--- src/rtl/dcache_store_buffer.sv ---
// dcache_store_buffer: in-order store queue between MEM1 and the D-cache write port.
// Stores are queued at the tail and drained from the head over a req/ack handshake.
// Younger loads are checked against queued stores every cycle.
// Build option SB_FORWARD_EN: when defined, matching loads receive merged forwarded
// bytes (youngest store wins per byte); when undefined, a matching load is stalled.
//
// state | meaning
// ------+----------------------------------------------------------
// IDLE  | no valid entries, stores accepted
// BUSY  | one or more valid entries, stores accepted while not full
// DRAIN | stores blocked, entries keep draining until drain_req drops

module dcache_store_buffer #(
  parameter int DEPTH = 4
) (
  input  logic        clk,
  input  logic        resetn,
  input  logic        st_valid,
  output logic        st_ready,
  input  logic [31:0] st_addr,
  input  logic [3:0]  st_wen,
  input  logic [31:0] st_wdata,
  output logic        cache_req,
  output logic [31:0] cache_addr,
  output logic [3:0]  cache_wen,
  output logic [31:0] cache_wdata,
  input  logic        cache_ack,
  input  logic        ld_valid,
  input  logic [31:0] ld_addr,
  output logic        ld_stall,
  output logic        ld_hit,
  output logic [3:0]  ld_bmask,
  output logic [31:0] ld_data,
  input  logic        drain_req,
  output logic        drain_done,
  output logic        sb_empty
);

  localparam int PW = $clog2(DEPTH);
  localparam int CW = PW + 1;

  typedef enum logic [1:0] {IDLE, BUSY, DRAIN} state_t;

  state_t        state;
  logic [PW-1:0] head;
  logic [PW-1:0] tail;
  logic [CW-1:0] count;
  logic [CW-1:0] count_next;

  logic [29:0]   ent_addr [DEPTH];
  logic [3:0]    ent_wen  [DEPTH];
  logic [31:0]   ent_data [DEPTH];

  logic          enq;
  logic          deq;
  logic          any_match;

  // Byte-offset bits are never stored or compared.
  logic          unused_low_bits;
  assign unused_low_bits = ^{st_addr[1:0], ld_addr[1:0]};

  assign st_ready   = (count != CW'(DEPTH)) && (state != DRAIN);
  assign cache_req  = (count != '0);
  assign sb_empty   = (count == '0);
  assign drain_done = (state == DRAIN) && (count == '0);

  // A zero-enable store completes the handshake but never occupies an entry.
  assign enq = st_valid && st_ready && (st_wen != 4'b0000);
  assign deq = cache_req && cache_ack;

  assign cache_addr  = {ent_addr[head], 2'b00};
  assign cache_wen   = ent_wen[head];
  assign cache_wdata = ent_data[head];

  // Occupancy after this cycle's enqueue/dequeue.
  always_comb begin
    count_next = count;
    case ({enq, deq})
      2'b10:   count_next = count + CW'(1);
      2'b01:   count_next = count - CW'(1);
      default: count_next = count;
    endcase
  end

  // Entry storage: written at the tail on enqueue.
  always_ff @(posedge clk or negedge resetn) begin
    if (!resetn) begin
      for (int i = 0; i < DEPTH; i++) begin
        ent_addr[i] <= '0;
        ent_wen[i]  <= '0;
        ent_data[i] <= '0;
      end
    end else if (enq) begin
      ent_addr[tail] <= st_addr[31:2];
      ent_wen[tail]  <= st_wen;
      ent_data[tail] <= st_wdata;
    end
  end

  // Head/tail pointers wrap naturally at DEPTH (power of two).
  always_ff @(posedge clk or negedge resetn) begin
    if (!resetn) begin
      head  <= '0;
      tail  <= '0;
      count <= '0;
    end else begin
      if (enq) tail <= tail + PW'(1);
      if (deq) head <= head + PW'(1);
      count <= count_next;
    end
  end

  // Control FSM: IDLE/BUSY track occupancy, DRAIN is held while drain_req is high.
  always_ff @(posedge clk or negedge resetn) begin
    if (!resetn) begin
      state <= IDLE;
    end else begin
      case (state)
        IDLE, BUSY: begin
          if (drain_req)               state <= DRAIN;
          else if (count_next == '0)   state <= IDLE;
          else                         state <= BUSY;
        end
        DRAIN: begin
          if (!drain_req) state <= (count_next == '0) ? IDLE : BUSY;
        end
        default: state <= IDLE;
      endcase
    end
  end

`ifdef SB_FORWARD_EN
  logic [3:0]  fwd_mask;
  logic [31:0] fwd_data;
`endif

  // Load lookup: walk entries oldest to newest so younger bytes overwrite older ones.
  always_comb begin
    logic [PW-1:0] idx;
    any_match = 1'b0;
`ifdef SB_FORWARD_EN
    fwd_mask = '0;
    fwd_data = '0;
`endif
    for (int k = 0; k < DEPTH; k++) begin
      idx = head + PW'(k);
      if ((CW'(k) < count) && (ent_addr[idx] == ld_addr[31:2])) begin
        any_match = 1'b1;
`ifdef SB_FORWARD_EN
        fwd_mask = fwd_mask | ent_wen[idx];
        for (int b = 0; b < 4; b++) begin
          if (ent_wen[idx][b]) fwd_data[8*b +: 8] = ent_data[idx][8*b +: 8];
        end
`endif
      end
    end
  end

`ifdef SB_FORWARD_EN
  assign ld_stall = 1'b0;
  assign ld_hit   = ld_valid && any_match;
  assign ld_bmask = ld_valid ? fwd_mask : 4'b0000;
  assign ld_data  = ld_valid ? fwd_data : 32'h0;
`else
  assign ld_stall = ld_valid && any_match;
  assign ld_hit   = 1'b0;
  assign ld_bmask = 4'b0000;
  assign ld_data  = 32'h0;
`endif

endmodule

--- config.mk ---
export PLATFORM = sky130hd
export DESIGN_NAME = dcache_store_buffer
export DESIGN_NICKNAME = d
export VERILOG_FILES = /design/src/rtl/dcache_store_buffer.sv
export SDC_FILE = /design/constraint.sdc
export NUM_CORES = 1
export LEC_CHECK = 0
export CORE_AREA = 10 10 204 206
export CTS_CLUSTER_DIAMETER = 50
export DETAILED_ROUTE_END_ITERATION = 8
export DIE_AREA = 0 0 214 216
export PLACE_DENSITY_LB_ADDON = 0.2
export SYNTH_ARGS = -nofsm -noshare
export SYNTH_HDL_FRONTEND = slang
export SYNTH_SLANG_ARGS = --single-unit
--- constraint.sdc ---
create_clock -name clk -period 2.9 [get_ports clk]
set_clock_uncertainty 0.15 [all_clocks]
set_input_delay 0.58 -clock clk [delete_from_list [all_inputs] [get_ports clk]]
set_output_delay 0.58 -clock clk [all_outputs]
set_load 0.02 [all_outputs]
==> parameters.txt, run 1 <==
Parameter                              Value

Outcome
  Run status ... complete, but fails checks
  Violations in the final reports ... negative setup slack

Setup path
  Classification of the worst setup path ... flop to output pin
  Cell occurring most often along the worst timing path ... sky130_fd_sc_hd__buf_12
  Cells traversed along the worst timing path ... buf_12 -> buf_12 -> mux4_2 -> xnor2_2 -> nand4_1 -> a2111oi_4 -> o2111ai_1 -> or4_4 -> a41oi_4 -> buf_6
  Worst path buffer plus inverter count ... 3
  Critical path fanouts, max ... 6
  FF-to-FF Start ... count[0]$_DFF_PN0_
  R2r endpoint ... state[0]$_DFFE_PN0P_
  Count of cells along the worst register-to-register path ... 12
  Setup slack, reg-to-reg ... 320 ps
  Capturing element type of the critical path ... output pin
  Slowest stage cell on the critical path ... sky130_fd_sc_hd__or4_4
  Worst endpoint data arrival time ... 3690 ps
  Worst Path Required ... 2170 ps
  Peak per-stage delay on the critical path ... 530 ps
  Critical Path Stages ... 10
  Startpoint type of the worst setup path ... flop
  Family with the most delay on the worst path ... simple AND/OR/NAND/NOR gates

Yosys
  Portion of synthesized cell area occupied by the leading cell type ... 42.74%
  Share of the yosys chip area belonging to registers ... 42.74%
  Largest area contributor in the netlist ... sky130_fd_sc_hd__dfrtp_1
  Post-synthesis instance area ... 0.01599 mm²
  Proportion of register bits with asynchronous set or reset after synthesis ... 100.0%
  Instance count of the mapped netlist ... 1186
  Register bit count reported by yosys ... ~270
  Count of synthesis-stage warnings from yosys ... 0
  Synth Area in Simple Gates ... 3.029%
  Share of synthesized cell area in full adder, half adder and majority cells ... 0.7044%
  Mux contribution to synthesized area ... 38.93%
  Largest cells by area after synthesis ... sky130_fd_sc_hd__dfrtp_1 43%, sky130_fd_sc_hd__mux2_2 19%, sky130_fd_sc_hd__mux4_2 11%
  Synth Area in XOR/XNOR ... 5.526%
  Number of synthesized flops with an enable pin ... 0
  Combinational family with the most area after synthesis ... multiplexers
  Number of distinct library cells after synthesis ... 54
  Compound-gate portion of the synthesized area ... 3.914%
  Primary flip-flop cell chosen by synthesis mapping ... sky130_fd_sc_hd__dfrtp_1
  Synthesized area per cell ... 13.48 µm²

Power and ir drop
  VDD IR-drop max ... 0.001013 V
  Total power ... 34.16 mW
  Leakage Power ... 10.35 nW
  Ratio of total power to cell area ... 1452 mW/mm²

Floorplan
  Starting density of the core ... a little over two fifths
  FP Rows ... 71
  Overall die width ... between 200 and 250 µm
  Area of the die ... between 0.04 and 0.05 mm²
  Area of the core ... 0.03740 mm²
  Count of pins on the block boundary ... 216
  DIE HEIGHT ... approximately 220 µm

STA
  Slew Viols, Final ... 0
  Part of the cycle the worst path needs ... 152.5%
  Total negative slack for setup checks ... -7304 ps
  Achievable clock frequency ... around 230 MHz
  Pin slew with the least headroom to its limit ... 740.9 ps
  Setup slack of the critical path after layout ... -1522 ps
  Final critical path time including I/O delays and setup ... 4422 ps
  Tightest slew margin relative to the limit ... 50.23%
  Final Hold Vio Count ... 0
  Final setup viols ... 43
  RSZ-0062 raised after global routing ... true

Detailed routing
  Vias after detailed routing ... 12060
  Number of DRC violations after detailed-routing iteration 0 ... 647
  Antenna-violating nets left ... 0
  Routed wire length ... 52240 µm
  Wirelength per Cell ... 23.27 µm
  Average via count per standard cell ... between 5 and 6
  Wire length on met3 ... 2702 µm
  Max layer used ... met5
  Remaining design rule violation count ... 0
  Number of iterations in the first detailed-routing pass ... 5
  Detail Route met2 WL ... 26630 µm
  Metal1 wirelength ... around 21000 µm

Finish
  Most common cell after layout, fill and taps aside ... sky130_fd_sc_hd__buf_4
  Most used cells in the layout excluding fill and tap cells ... 284 x sky130_fd_sc_hd__buf_4, 271 x sky130_fd_sc_hd__dfrtp_1, 268 x sky130_fd_sc_hd__mux2_2
  Final net count ... 1822
  Growth of design area from synthesis to finish ... 47.15%
  Layout filler cell count ... 2911
  Fraction of final layout cells with drive strength greater than 1 ... 54.33%
  Number of antenna cells inserted ... 0

Global routing
  Largest net degree at the start of global routing ... roughly 70
  Total congestion overflow ... 0
  Wire length of the first global-routing pass ... 79940 µm
  Aggregate global-route resource usage ... 22.28%
  Via count of the first global-routing pass ... between 10000 and 15000
  Number of antenna violations at the first check in global routing ... 3

Clock tree
  CTS tree ... built
  Number of sinks on the clock net ... 273
  H-tree levels ... 2
  Largest buffer count on any clock path ... 3
  Clock insertion delay at the later pin of the skew report ... between 500 and 600 ps
  Buffer cell driving the clock tree root ... sky130_fd_sc_hd__clkbuf_16
  Inserted Clock Buffers ... 37
  Clock-pin transition on the worst setup and hold timing paths ... approximately 60 ps

Flow run
  Max Cap Viol ... 0

Placement
  Count of buffers from port buffering ... between 150 and 200
  Total half-perimeter wirelength after legalization and detailed placement ... 38610 µm
  Pre-CTS setup slack ... -1644 ps
  Routability congestion estimate ... 1.021

Worst hold path
  Type of the most critical hold path ... flop to flop
  Start point of the worst min-delay path ... state[1]$_DFFE_PN0P_
  Worst Hold Endpoint ... state[0]$_DFFE_PN0P_
  Worst hold path cell count ... 1
-- power by group --
part	internal, mW	switching, mW	total, mW
clock	3.11	1.86	4.97
sequential	5.75	1.29	7.04
combinational	12.5	9.68	22.2
-- metal layers --
layer,vias up,GRT usage (%)
met5,-,0
met4,6,8.641
met3,94,4.881
met2,282,38.40
met1,6249,26.66
li1,5432,-
-- how the worst max path moves through the flow --
stage / start / to / slack (ps)
floorplan: head[0]$_DFFE_PN0P_ / ld_stall / -350
global placement: head[0]$_DFFE_PN0P_ / ld_stall / -1630
detailed placement: head[0]$_DFFE_PN0P_ / ld_stall / -1640
CTS: head[0]$_DFFE_PN0P_ / ld_stall / -1460
global route: head[0]$_DFFE_PN0P_ / ld_stall / -1520
finish: head[0]$_DFFE_PN0P_ / ld_stall / -1520
-- what timing repair did --
action / in CTS / in global routing
endpoints found under the setup margin: 69 / 52
hold buffers: 1 / 0
gates resized for setup: 458 / 90
hold endpoints to repair: 56 / 0
pin swaps: 6 / 5
cloned: 7 / 0
setup buffers: 65 / 18
-- worst register-to-register path: cells and delay by family (launching register included) --
kind | cells | cell delay (ps)
fa+ha+maj | 2 | 540
buf+inv | 3 | 270
simple gates | 3 | 520
flops | 1 | 350
compound gates | 4 | 640
-- area by class of cell --
type	count	area (µm²)	share of cell area, %
Clock buffer	45	1027	4.367
Clock inverter	21	321.6	1.367
Inverter	12	57.56	0.2447
Multi-Input combinational cell	808	8946	38.03
Sequential cell	273	6839	29.07
Tap cell	511	639.4	2.718
Timing Repair Buffer	575	5692	24.20
-- Yosys cell counts (all sizes together), types with 3 or more instances --
cell type  count
nor2b          5
nand2         19
xnor2         71
mux2         269
o21ai         19
a211oi        10
xor2          29
clkbuf        35
ha             9
nand3          6
mux4          87
a21oi         16
nor4           7
nor3          11
o22ai         14
o211ai         3
a2111oi        3
a221oi         6
a31oi          5
buf           96
inv           11
nand4         19
mux2i        120
dfrtp        273
nor2          13
-- sequential cells by signal, summed over array words and instances (netlist names) --
name      flops
tail          2
ent_data    128
count         3
state         2
ent_addr    120
head          2
ent_wen      16
-- logic make-up (layout without fill, tap and decap cells) --
family                     after synthesis  count (layout)
muxes                                  476             476
DFF                                    273             273
buffers and inverters                  143             653
xor gates and xnor gates               100             100
AOI/OAI and AO/OA                       92              92
and+or+nand+nor                         92              92
adders and majority gates                9               9
other                                    1              39
-- stage by stage --
stage | instance area [µm²] | hold WS [ps] | instances | util, %
after floorplan | 16270 | 134.4 | 1224 | -
final | 23520 | 307.4 | 2245 | 62.90
after CTS | 23140 | 313.2 | 2232 | 61.88
after global routing | 23520 | 344.4 | 2245 | 62.90
after detailed placement | 20580 | 303.7 | 2098 | 55.02
after global placement | 20580 | 297.8 | 2098 | 55.02
No activity file was read; power rests on OpenSTA's default activity.
==> run 2: changes to the inputs <==
- clock period: 2.9 -> 5.2 ns (I/O delays scaled with it)
==> parameters.txt, run 2 (synthesized netlist as in run 1, its figures left out) <==
Parameter                              Value

Outcome
  Run status ... completed

Finish
  Growth of design area from synthesis to finish ... 24.19%
  Largest registers ... ent_data (128), ent_addr (120), ent_wen (16)
  Max reg flops ... 128
  Register containing the most flip-flops in the final layout ... ent_data
  Most used cells in the layout excluding fill and tap cells ... 271 x sky130_fd_sc_hd__dfrtp_1, 269 x sky130_fd_sc_hd__mux2_2, 170 x sky130_fd_sc_hd__clkdlybuf4s50_1
  Layout filler cell count ... 3264
  Fraction of final layout cells with drive strength greater than 1 ... 35.53%
  Most common cell after layout, fill and taps aside ... sky130_fd_sc_hd__dfrtp_1
  Final net count ... roughly 1500
  Final instance area ... 0.01985 mm²
  Post-layout instance count excluding filler cells ... around 1900

Placement
  Total half-perimeter wirelength after legalization and detailed placement ... 32890 µm
  Cell area reported after detailed placement ... about 0.018 mm²
  Routability congestion estimate ... 0.9798
  Count of buffers from port buffering ... roughly 170
  Pre-CTS setup slack ... -14.46 ps
  Cell count after placement ... 1851

STA
  Final Hold Vio Count ... 0
  Final critical path time including I/O delays and setup ... about 5000 ps
  Final setup viols ... 0
  Tightest slew margin relative to the limit ... 32.70%
  Achievable clock frequency ... around 200 MHz
  Setup slack of the critical path after layout ... 206.0 ps
  RSZ-0062 raised after global routing ... false
  Slew Viols, Final ... 0
  Pin slew with the least headroom to its limit ... 1010 ps
  Part of the cycle the worst path needs ... 96.04%

Detailed routing
  Remaining design rule violation count ... 0
  Number of DRC violations after detailed-routing iteration 0 ... 542
  Vias after detailed routing ... 10730
  Wirelength per Cell ... 23.58 µm
  Average via count per standard cell ... 5.584
  Number of iterations in the first detailed-routing pass ... 5
  Routed wire length ... roughly 45000 µm
  Antenna-violating nets left ... 0

Global routing
  Aggregate global-route resource usage ... 19.40%
  Wire length of the first global-routing pass ... 70230 µm
  Number of antenna violations at the first check in global routing ... 4
  Largest net degree at the start of global routing ... ~170
  Via count of the first global-routing pass ... 11450
  Total congestion overflow ... 0

Worst hold path
  Type of the most critical hold path ... input port to asynchronous set/reset pin

Clock tree
  CTS tree ... built
  Clock insertion delay at the later pin of the skew report ... ~550 ps
  Clock-pin transition on the worst setup and hold timing paths ... 60 ps
  Buffer cell driving the clock tree root ... sky130_fd_sc_hd__clkbuf_16
  H-tree levels ... 2
  Largest buffer count on any clock path ... 3
  Inserted Clock Buffers ... 38
  Number of hold-repair buffers added at the cts stage ... 0
  Number of sinks on the clock net ... ~270

Floorplan
  DIE HEIGHT ... roughly 220 µm
  FP Rows ... a little over 70
  Overall die width ... 214 µm
  Starting density of the core ... a little over two fifths
  Count of pins on the block boundary ... between 200 and 250
  Area of the die ... 0.04622 mm²
  Area of the core ... 0.03740 mm²

Power and ir drop
  VDD IR-drop max ... 0.0004388 V
  Ratio of total power to cell area ... 776.1 mW/mm²
  Leakage Power ... approximately 8.3 nW
  Total power ... 15.41 mW

Setup path
  Slowest stage cell on the critical path ... sky130_fd_sc_hd__dfrtp_4
  Classification of the worst setup path ... flop to output pin
  Cell occurring most often along the worst timing path ... sky130_fd_sc_hd__buf_4
  Capturing element type of the critical path ... output pin
  Critical path fanouts, max ... 11
  Worst endpoint data arrival time ... 3800 ps
  Startpoint type of the worst setup path ... flop
  Worst Path Required ... 4010 ps
  Cells traversed along the worst timing path ... buf_4 -> inv_2 -> buf_4 -> buf_4 -> mux2i_1 -> xor2_1 -> nor4_1 -> buf_4 -> nand4_1 -> a221o_1 -> a41oi_2 -> clkbuf_2
  Peak per-stage delay on the critical path ... 590 ps

Flow run
  Max Cap Viol ... 0
==> run 2: cell types whose count changed in the layout (fill, tap and decap cells not counted), sizes merged <==
| cell | delta |
|---|---|
| clkinv | -2 |
| diode | +1 |
| dlygate4sd2 | -3 |
| clkbuf | +2 |
| clkdlybuf4s50 | +70 |
| dlymetal6s2s | -2 |
| bufbuf | -3 |
| clkdlybuf4s15 | -1 |
| bufinv | +1 |
| dlygate4sd3 | -1 |
| buf | -385 |
==> run 2: per-stage QoR <==
stage	hold slack (ps)	utilization, %	TNS (ps)
global placement	302.8	49.32	-155.4
global route	181.6	53.08	0
finish	174.1	53.08	0
CTS	159.2	53.07	0
detailed placement	318.0	49.32	-14.46
floorplan	280.9	-	0
==> run 2: where the power goes <==
part	total [mW]	switching (mW)	internal, mW
Sequential	4.01	0.799	3.21
Clock	2.82	1.03	1.79
Combinational	8.57	4.18	4.39
==> run 2: path summary, 6_finish.rpt <==
kind / start / to / slack, ps / cells after the start
max: head[0]$_DFFE_PN0P_ / ld_stall / 210 / 12
min: resetn / ent_addr[15]$_DFFE_PN0P_ / 170 / 1
max reg2reg: count[0]$_DFF_PN0_ / state[0]$_DFFE_PN0P_ / 2020 / 11
min reg2reg: state[1]$_DFFE_PN0P_ / state[1]$_DFFE_PN0P_ / 330 / 1
max in group asynchronous: resetn / head[1]$_DFFE_PN0P_ / 3420 / 2
min in group clk: state[1]$_DFFE_PN0P_ / state[1]$_DFFE_PN0P_ / 330 / 1
==> run 2: routing by layer <==
metal  vias to the layer above  track usage, %  share of wire (%)
li1                       4771               -                  -
met1                      5554           24.35                 42
met2                       313           31.76                 48
met3                        88           4.811                6.4
met4                         6           7.308                3.3
met5                         -               0              0.088
==> run 2: worst max-delay path, delay by kind of cell (launching register included) <==
| kind | cells | cell delay (ps) |
|---|---|---|
| buf+inv | 6 | 1270 |
| flops | 1 | 590 |
| compound gates | 2 | 490 |
| simple gates | 2 | 480 |
| mux | 1 | 250 |
| xor+xnor | 1 | 170 |
==> run 2: what timing repair did <==
item / in CTS / in global routing
gates cloned: 0 / 0
setup buffers: 1 / 0
endpoints found under the setup margin: 1 / 1
gates resized for setup: 3 / 4
endpoints found under the hold margin: 0 / 0
pin swaps: 0 / 0
==> run 2: area by class of cell <==
type	count	area [µm²]	area share, %
Multi-Input combinational cell	808	8518	42.91
Sequential cell	273	6839	34.45
Timing Repair Buffer	248	2417	12.18
Clock buffer	49	1042	5.250
Tap cell	511	639.4	3.221
Clock inverter	20	349.1	1.758
Inverter	12	45.04	0.2269
Antenna cell	1	2.502	0.01260
